==> config.mk <==
export PLATFORM = sky130hd
export DESIGN_NAME = ifft_butterfly_dif
export DESIGN_NICKNAME = d
export VERILOG_FILES = /design/src/rtl/ifft_butterfly_dif.sv
export SDC_FILE = /design/constraint.sdc
export NUM_CORES = 2
export LEC_CHECK = 0
export ABC_CLOCK_PERIOD_IN_PS = 8400
export BUFFER_PORTS_ARGS = -buffer_cell sky130_fd_sc_hd__buf_2
export CORE_MARGIN = 5
export CORE_UTILIZATION = 59
export CTS_CLUSTER_DIAMETER = 100
export DETAILED_ROUTE_END_ITERATION = 8
export PLACE_DENSITY = 0.76
export REMOVE_ABC_BUFFERS = 1
export SYNTH_ARGS = -nofsm -noshare
export SYNTH_HDL_FRONTEND = slang
export SYNTH_SLANG_ARGS = --single-unit
==> constraint.sdc <==
create_clock -name clk -period 8.4 [get_ports clk]
set_input_delay 1.68 -clock clk [delete_from_list [all_inputs] [get_ports clk]]
set_output_delay 1.68 -clock clk [all_outputs]
set_load 0.01 [all_outputs]
==> src/rtl/ifft_butterfly_dif.sv <==
// Radix-2 decimation-in-frequency (Gentleman-Sande) butterfly, inverse-FFT path.
//   out0 = (x + y) * 2^-SCALE
//   out1 = ((x - y) * conj(W)) * 2^-SCALE
// Three register stages with valid/ready on both sides. A stage advances when
// its downstream slot is empty or draining, so bubbles collapse and a full pipe
// sustains one result per clock. Results are rounded half-up and clamped to
// the DW-bit signed range; nothing ever wraps.
// Build option: define BUTTERFLY_SAT_FLAG_EN to add the ovf_sticky output,
// a flag that latches once any clamped result has been handed downstream.
module ifft_butterfly_dif #(
  parameter int DW    = 16,
  parameter int SCALE = 1
) (
  input  logic                 clk,
  input  logic                 rst_n,
  input  logic                 in_valid,
  output logic                 in_ready,
  input  logic signed [DW-1:0] xr,
  input  logic signed [DW-1:0] xi,
  input  logic signed [DW-1:0] yr,
  input  logic signed [DW-1:0] yi,
  input  logic signed [DW-1:0] wr,
  input  logic signed [DW-1:0] wi,
  output logic                 out_valid,
  input  logic                 out_ready,
  output logic signed [DW-1:0] out0_r,
  output logic signed [DW-1:0] out0_i,
  output logic signed [DW-1:0] out1_r,
  output logic signed [DW-1:0] out1_i
`ifdef BUTTERFLY_SAT_FLAG_EN
  ,
  output logic                 ovf_sticky
`endif
);

  localparam int STAGES = 3;
  localparam int SW     = DW + 1;      // sum / difference width, never overflows
  localparam int PW     = 2*DW + 1;    // partial product width
  localparam int RW     = 2*DW + 3;    // stage-3 working width: exact t plus rounding headroom
  localparam int SH0    = SCALE;
  localparam int SH1    = DW - 1 + SCALE;

  // Half-LSB rounding constants; (1<<0)>>1 collapses to 0, so SCALE=0 leaves s untouched
  localparam logic [RW-1:0]        ONE  = {{(RW-1){1'b0}}, 1'b1};
  localparam logic [RW-1:0]        RND0 = (ONE << SH0) >> 1;
  localparam logic [RW-1:0]        RND1 = (ONE << SH1) >> 1;
  localparam logic signed [RW-1:0] SMAX = {{(RW-DW+1){1'b0}}, {(DW-1){1'b1}}};
  localparam logic signed [RW-1:0] SMIN = {{(RW-DW+1){1'b1}}, {(DW-1){1'b0}}};

  typedef struct packed {
    logic [SW-1:0] sr, si, dr, di;
    logic [DW-1:0] wr, wi;
  } s1_t;

  typedef struct packed {
    logic [PW-1:0] prr, pii, pir, pri;
    logic [SW-1:0] sr, si;
  } s2_t;

  typedef struct packed {
    logic [DW-1:0] o0r, o0i, o1r, o1i;
  } rsp_t;

  function automatic logic signed [RW-1:0] sx_s(input logic [SW-1:0] v);
    return {{(RW-SW){v[SW-1]}}, v};
  endfunction

  function automatic logic signed [RW-1:0] sx_p(input logic [PW-1:0] v);
    return {{(RW-PW){v[PW-1]}}, v};
  endfunction

  function automatic logic [DW-1:0] sat(input logic signed [RW-1:0] v);
    if (v > SMAX)      return SMAX[DW-1:0];
    else if (v < SMIN) return SMIN[DW-1:0];
    else               return v[DW-1:0];
  endfunction

  // ---------------------------------------------------------------- handshake
  logic [STAGES:1] vld_pipe;
  logic            adv1, adv2, adv3;

  assign adv3      = !vld_pipe[3] || out_ready;
  assign adv2      = !vld_pipe[2] || adv3;
  assign adv1      = !vld_pipe[1] || adv2;
  assign in_ready  = adv1;
  assign out_valid = vld_pipe[STAGES];

  // Valid shift register: each slot reloads only when it may hand its content on
  always_ff @(posedge clk or negedge rst_n) begin
    if (!rst_n) begin
      vld_pipe <= '0;
    end else begin
      if (adv1) vld_pipe[1] <= in_valid;
      if (adv2) vld_pipe[2] <= vld_pipe[1];
      if (adv3) vld_pipe[3] <= vld_pipe[2];
    end
  end

  // ---------------------------------------------------------------- stage 1
  s1_t s1_d, s1_q;

  // Sum and difference at DW+1 bits; twiddle rides along with its operands
  always_comb begin
    s1_d.sr = {xr[DW-1], xr} + {yr[DW-1], yr};
    s1_d.si = {xi[DW-1], xi} + {yi[DW-1], yi};
    s1_d.dr = {xr[DW-1], xr} - {yr[DW-1], yr};
    s1_d.di = {xi[DW-1], xi} - {yi[DW-1], yi};
    s1_d.wr = wr;
    s1_d.wi = wi;
  end

  // Stage-1 register, loaded on an input transfer
  always_ff @(posedge clk or negedge rst_n) begin
    if (!rst_n)                s1_q <= '0;
    else if (adv1 && in_valid) s1_q <= s1_d;
  end

  // ---------------------------------------------------------------- stage 2
  s2_t                  s2_d, s2_q;
  logic signed [PW-1:0] dr_e, di_e, wr_e, wi_e;

  // Four real products of d * conj(W); operands widened so the product is exact
  always_comb begin
    dr_e     = {{(PW-SW){s1_q.dr[SW-1]}}, s1_q.dr};
    di_e     = {{(PW-SW){s1_q.di[SW-1]}}, s1_q.di};
    wr_e     = {{(PW-DW){s1_q.wr[DW-1]}}, s1_q.wr};
    wi_e     = {{(PW-DW){s1_q.wi[DW-1]}}, s1_q.wi};
    s2_d.prr = dr_e * wr_e;
    s2_d.pii = di_e * wi_e;
    s2_d.pir = di_e * wr_e;
    s2_d.pri = dr_e * wi_e;
    s2_d.sr  = s1_q.sr;
    s2_d.si  = s1_q.si;
  end

  // Stage-2 register; the sum path is only delayed here to stay aligned
  always_ff @(posedge clk or negedge rst_n) begin
    if (!rst_n)                   s2_q <= '0;
    else if (adv2 && vld_pipe[1]) s2_q <= s2_d;
  end

  // ---------------------------------------------------------------- stage 3
  rsp_t                 r_d, r_q;
  logic signed [RW-1:0] v0r, v0i, v1r, v1i;

  // conj(W): tr = dr*wr + di*wi, ti = di*wr - dr*wi; round half-up, scale, clamp
  always_comb begin
    v0r     = $signed(sx_s(s2_q.sr) + RND0) >>> SH0;
    v0i     = $signed(sx_s(s2_q.si) + RND0) >>> SH0;
    v1r     = $signed(sx_p(s2_q.prr) + sx_p(s2_q.pii) + RND1) >>> SH1;
    v1i     = $signed(sx_p(s2_q.pir) - sx_p(s2_q.pri) + RND1) >>> SH1;
    r_d.o0r = sat(v0r);
    r_d.o0i = sat(v0i);
    r_d.o1r = sat(v1r);
    r_d.o1i = sat(v1i);
  end

  // Output register; held while the consumer stalls
  always_ff @(posedge clk or negedge rst_n) begin
    if (!rst_n)                   r_q <= '0;
    else if (adv3 && vld_pipe[2]) r_q <= r_d;
  end

  assign out0_r = r_q.o0r;
  assign out0_i = r_q.o0i;
  assign out1_r = r_q.o1r;
  assign out1_i = r_q.o1i;

`ifdef BUTTERFLY_SAT_FLAG_EN
  function automatic logic clipped(input logic signed [RW-1:0] v);
    return (v > SMAX) || (v < SMIN);
  endfunction

  logic clip_d, clip_q;

  // Any of the four stage-3 results hit a rail
  always_comb clip_d = clipped(v0r) || clipped(v0i) || clipped(v1r) || clipped(v1i);

  // Clamp marker travels with the result it belongs to
  always_ff @(posedge clk or negedge rst_n) begin
    if (!rst_n)                   clip_q <= 1'b0;
    else if (adv3 && vld_pipe[2]) clip_q <= clip_d;
  end

  // Latch once a clamped result is actually taken downstream; only reset clears it
  always_ff @(posedge clk or negedge rst_n) begin
    if (!rst_n)                               ovf_sticky <= 1'b0;
    else if (out_valid && out_ready && clip_q) ovf_sticky <= 1'b1;
  end
`endif

endmodule

# [After elaboration in Yosys (flattened, before gate mapping)]
# Cells that the tools add are included.
[word_totals] register_bits=333 output_inout_bits=66 inputBits=100 word_cells=58
[classes] magnitude_cmp=8 reduce_logical=9 n_addsub=10 n_mul=4 muxes=8
[op_table] operator="$mul 17x16->33" n=4
[op_table] operator="$mux 16" n=8
[op_table] operator="$add 34x17->35 const B" n=2
[op_table] operator="$gt 19x16->1 const B" n=2
[op_table] operator="$lt 19x16->1 const B" n=2
[op_table] operator="$add 17x2->18 const B" n=2
[op_table] operator="$add 16x16->17" n=2
[op_table] operator="$add 33x33->34" n=1
[op_table] operator="$gt 17x16->1 const B" n=2
[op_table] operator="$lt 17x16->1 const B" n=2
[op_table] operator="$sub 16x16->17" n=2
[op_table] operator="$sub 33x33->34" n=1
[op_table] operator="$logic_and 1x1->1" n=3
[op_table] operator="$logic_not 1->1" n=3
[op_table] operator="$logic_or 1x1->1" n=3

# [Logic depth before layout (Yosys ltp)]
[depth] depth_word=5 ltp_mapped=26 mapped_depth_nobuf=24

# [Worst setup path after synthesis]
# OpenSTA, ideal clock, no wires.
[synth_path] path_type="register to register" from="register s1_q, in the netlist di_e[16]" to="register s2_q[131] in the netlist's numbering" n_path_buf=1 arrival_time_ps=6122 path_slack_ps=2153 stages_incl_launch_ff=22 setup_time_ps=125 required_time_ps=8275 synth_period_minus_slack_ps=6247 path_cell_list="dfrtp_1 clkbuf_1 nand2_1 inv_1 fa_1 fa_1 fa_1 fa_1 fa_1 inv_1 fa_1 inv_1 ha_1 nand3_1 nor2_1 and3_1 o211ai_1 o311ai_0 o211ai_1 o21ai_0 xor2_1 mux2_2"
[synth_between] elab_chain_cells=1
[synth_rtl] item="from (decl)" line="100" source="s1_t s1_d, s1_q;"
[synth_rtl] item="from (signal assigned)" line="114" source="if (!rst_n) s1_q <= '0;"
[synth_rtl] item="from (signal assigned)" line="115" source="else if (adv1 && in_valid) s1_q <= s1_d;"
[synth_rtl] item="$mul 17x16->33" line="129" source="s2_d.pii = di_e * wi_e;"
[synth_rtl] item="to (signal assigned)" line="138" source="if (!rst_n) s2_q <= '0;"
[synth_rtl] item="to (signal assigned)" line="139" source="else if (adv2 && vld_pipe[1]) s2_q <= s2_d;"
[synth_rtl] item="to (decl)" line="119" source="s2_t s2_d, s2_q;"
# No other way between the ends.
# A chain may end at the register's enable or synchronous reset.

# [Worst setup path after layout]
[layout_path] from="register s1_q, in the netlist dr_e[6]" to="register s2_q[164] in the netlist's numbering"
[layout_between] elab_chain_cells=1
[layout_rtl] item="$mul 17x16->33" line="128" source="s2_d.prr = dr_e * wr_e;"
# No other way between the ends.

==> results_dict.tcl <==
set metrics [dict create \
    dp_hpwl_um 117000 \
    async_flop_share_pct 100 \
    drive_gt1_share_pct 6.06 \
    viasPerCell 5.58 \
    area_delta_synth_final_pct 6.29 \
    start_util_pct 59.4 \
    dieArea_um2 107000 \
    numPlacedInstances 7837 \
    slew_headroom_pct 10.4 \
    synth_edf_count 0 \
    rrSetupSlack_ps 600 \
    grt_pass1_vias 46931 \
    io_buffers 165 \
    cp-end-kind "flip-flop" \
    whs_path_depth 2 \
    clockRootBuffer "clkbuf_16" \
    critPathKind "reg2reg" \
    grt_overflow 0 \
    hold_path_class "reg2reg" \
    clk_latency_ps 620 \
    postLayoutCellArea_um2 63100 \
    cts_made_buffers 46 \
    pre_cts_slack_ps 761 \
    setup_viol 0 \
    worstMarginPinSlew_ps 1340 \
    antenna_found_initial 4 \
    ios 166 \
    coreArea_um2 100000 \
    firstDrtPassIters 6 \
    ys_seq_area_share_pct 13.9 \
    reg2reg_from "dr_e[6]$_DFFE_PN0P_" \
    die_h_um 327 \
    drc 0 \
    grt_pass1_wl_um 245000 \
    status "complete, no violations" \
    die_w_um 327 \
    routed-via-count 44230 \
    rsz0062_at_grt "false" \
    clkSinkCount 331 \
    synth.distinct_cells 83 \
    maxCapViolCount 0 \
    timing.final.crit_share_pct 92.9 \
    yosysWarnings 0 \
    synth_top_cell_area_share_pct 37.3 \
    grt_max_degree 138 \
    fin_nets 8325 \
    place_area_um2 61600 \
    wl_per_cell_um 18.6 \
    period_needed_ps 7800 \
    netlist_instances 6557 \
    worstPathArrival_ps 8280 \
    hold_violations 0 \
    wirelength_um 148000 \
    nFillCells 8186 \
    final_common_cell "inv_1" \
    rows 116 \
    cts.htree.levels 2 \
    cts_resized 0 \
    hp-start "s1_q[76]$_DFFE_PN0P_" \
    yosys-top-cells-area "fa_1, dfrtp_1, ha_1, inv_1, nand2_1" \
    slew_viol_final 0 \
    synth_area_per_cell_um2 9.06 \
    regArea_um2 8290 \
    hold_buffers 0 \
    synth_flop_cell "dfrtp_1" \
    r2r_end "s2_q[164]$_DFFE_PN0P_" \
    synth-seq-cells 331 \
    clk_path_buf_depth 3 \
    synth_area_um2 59400 \
    path_max_fanout 33 \
    gp_congestion 0.957 \
    ant_nets 0 \
    synth_top_area_cell "fa_1" \
    fmax_ghz 0.128 \
    min_to "s2_q[10]$_DFFE_PN0P_" \
    required_ps 8880 \
    multiInputGateArea_um2 45000 \
    tns_ps 0 \
    r2r_cells 22 \
    drt_iter0_markers 3167 \
    layout_setup_ws_ps 600 \
    skew_ps 32.6 \
    cts_tree "built" \
    final_cell_mix "inv_1, fa_1, nand2_1" \
    post_cts.repair.setup_buffers 0 \
    start_kind "flip-flop" \
    grt_usage_pct 28.5 \
    path_clk_slew_ps 70 \
    fin_cells 7924 \
]
==> worst max-delay path, stage by stage (launching register included) <==
cell	delay [ps]
dfrtp_1	1240
and2_1	280
fa_1	450
fa_1	560
ha_1	140
inv_1	50
fa_1	480
inv_1	60
fa_1	520
inv_1	50
fa_1	470
inv_1	40
ha_1	310
o21a_1	120
o21ai_0	250
o21ai_0	210
a2111oi_0	890
nor2_1	220
a21oi_1	500
a211oi_1	190
o31ai_1	330
nor3b_1	220
o31ai_1	90
==> state kept, by name, indices dropped and copies added, names as in the netlist <==
name and count:
di_e 16, dr_e 17, out0_i 16, out0_r 16, out1_i 16, out1_r 16
s1_q 65, s2_q 166, vld_pipe 3
==> layout make-up <==
class                   count  share of cell area, %
diodes                      4                 0.0159
clock buffers              58                   2.04
clock inverters            25                  0.394
inverters                1327                   7.89
multi-input cells        4613                   71.4
flip-flops and latches    331                   13.1
well taps                1298                   2.57
repair buffers            268                   2.61
==> synth_stat cells (39+ instances only) <==
| cell type | instances |
|---|---|
| fa_1 | 1108 |
| nand3_1 | 47 |
| o21ai_0 | 252 |
| a21oi_1 | 182 |
| ha_1 | 530 |
| inv_1 | 1325 |
| o21a_1 | 44 |
| dfrtp_1 | 331 |
| nand2b_1 | 39 |
| and2_1 | 528 |
| a21o_1 | 61 |
| clkbuf_1 | 273 |
| xor2_1 | 88 |
| xnor2_1 | 143 |
| nand2_1 | 986 |
| nor2_1 | 206 |
| nor3_1 | 41 |
==> how the worst max path moves through the flow <==
stage / from / end / slack (ps)
2_1_floorplan: s1_q[1]$_DFFE_PN0P_ / s2_q[65]$_DFFE_PN0P_ / 1910
3_3_place_gp: dr_e[6]$_DFFE_PN0P_ / s2_q[164]$_DFFE_PN0P_ / 900
3_5_place_dp: dr_e[6]$_DFFE_PN0P_ / s2_q[164]$_DFFE_PN0P_ / 760
4_1_cts: dr_e[6]$_DFFE_PN0P_ / s2_q[164]$_DFFE_PN0P_ / 710
5_1_grt: dr_e[6]$_DFFE_PN0P_ / s2_q[164]$_DFFE_PN0P_ / 30
6_report: dr_e[6]$_DFFE_PN0P_ / s2_q[164]$_DFFE_PN0P_ / 600
==> per-stage QoR <==
step	hold slack [ps]	util, %
6_report	461	63.1
4_1_cts	466	63.1
3_3_place_gp	442	61.6
2_1_floorplan	430	-
3_5_place_dp	455	61.6
5_1_grt	482	63.1
==> kinds of logic after synthesis <==
group	Yosys count	share of synthesized area [%]
xor gates and xnor gates	231	3.41
DFF	331	13.9
and+or+nand+nor	1976	15.7
adders and majority gates	1638	48.5
buffers and inverters	1613	10.2
AOI/OAI and AO/OA	759	8.01
muxes	9	0.171
==> metal layers <==
metal  up-vias  track usage (%)  routed length (um)
met3       343             5.65               12300
met5         -                0                  11
li1      19978                -                   -
met1     22199             38.3               59700
met4         2             11.9                7640
met2      1708             45.6               68000
Power is not shown: default switching activity piles up to over one toggle a cycle in this logic, so the estimate is an artifact.
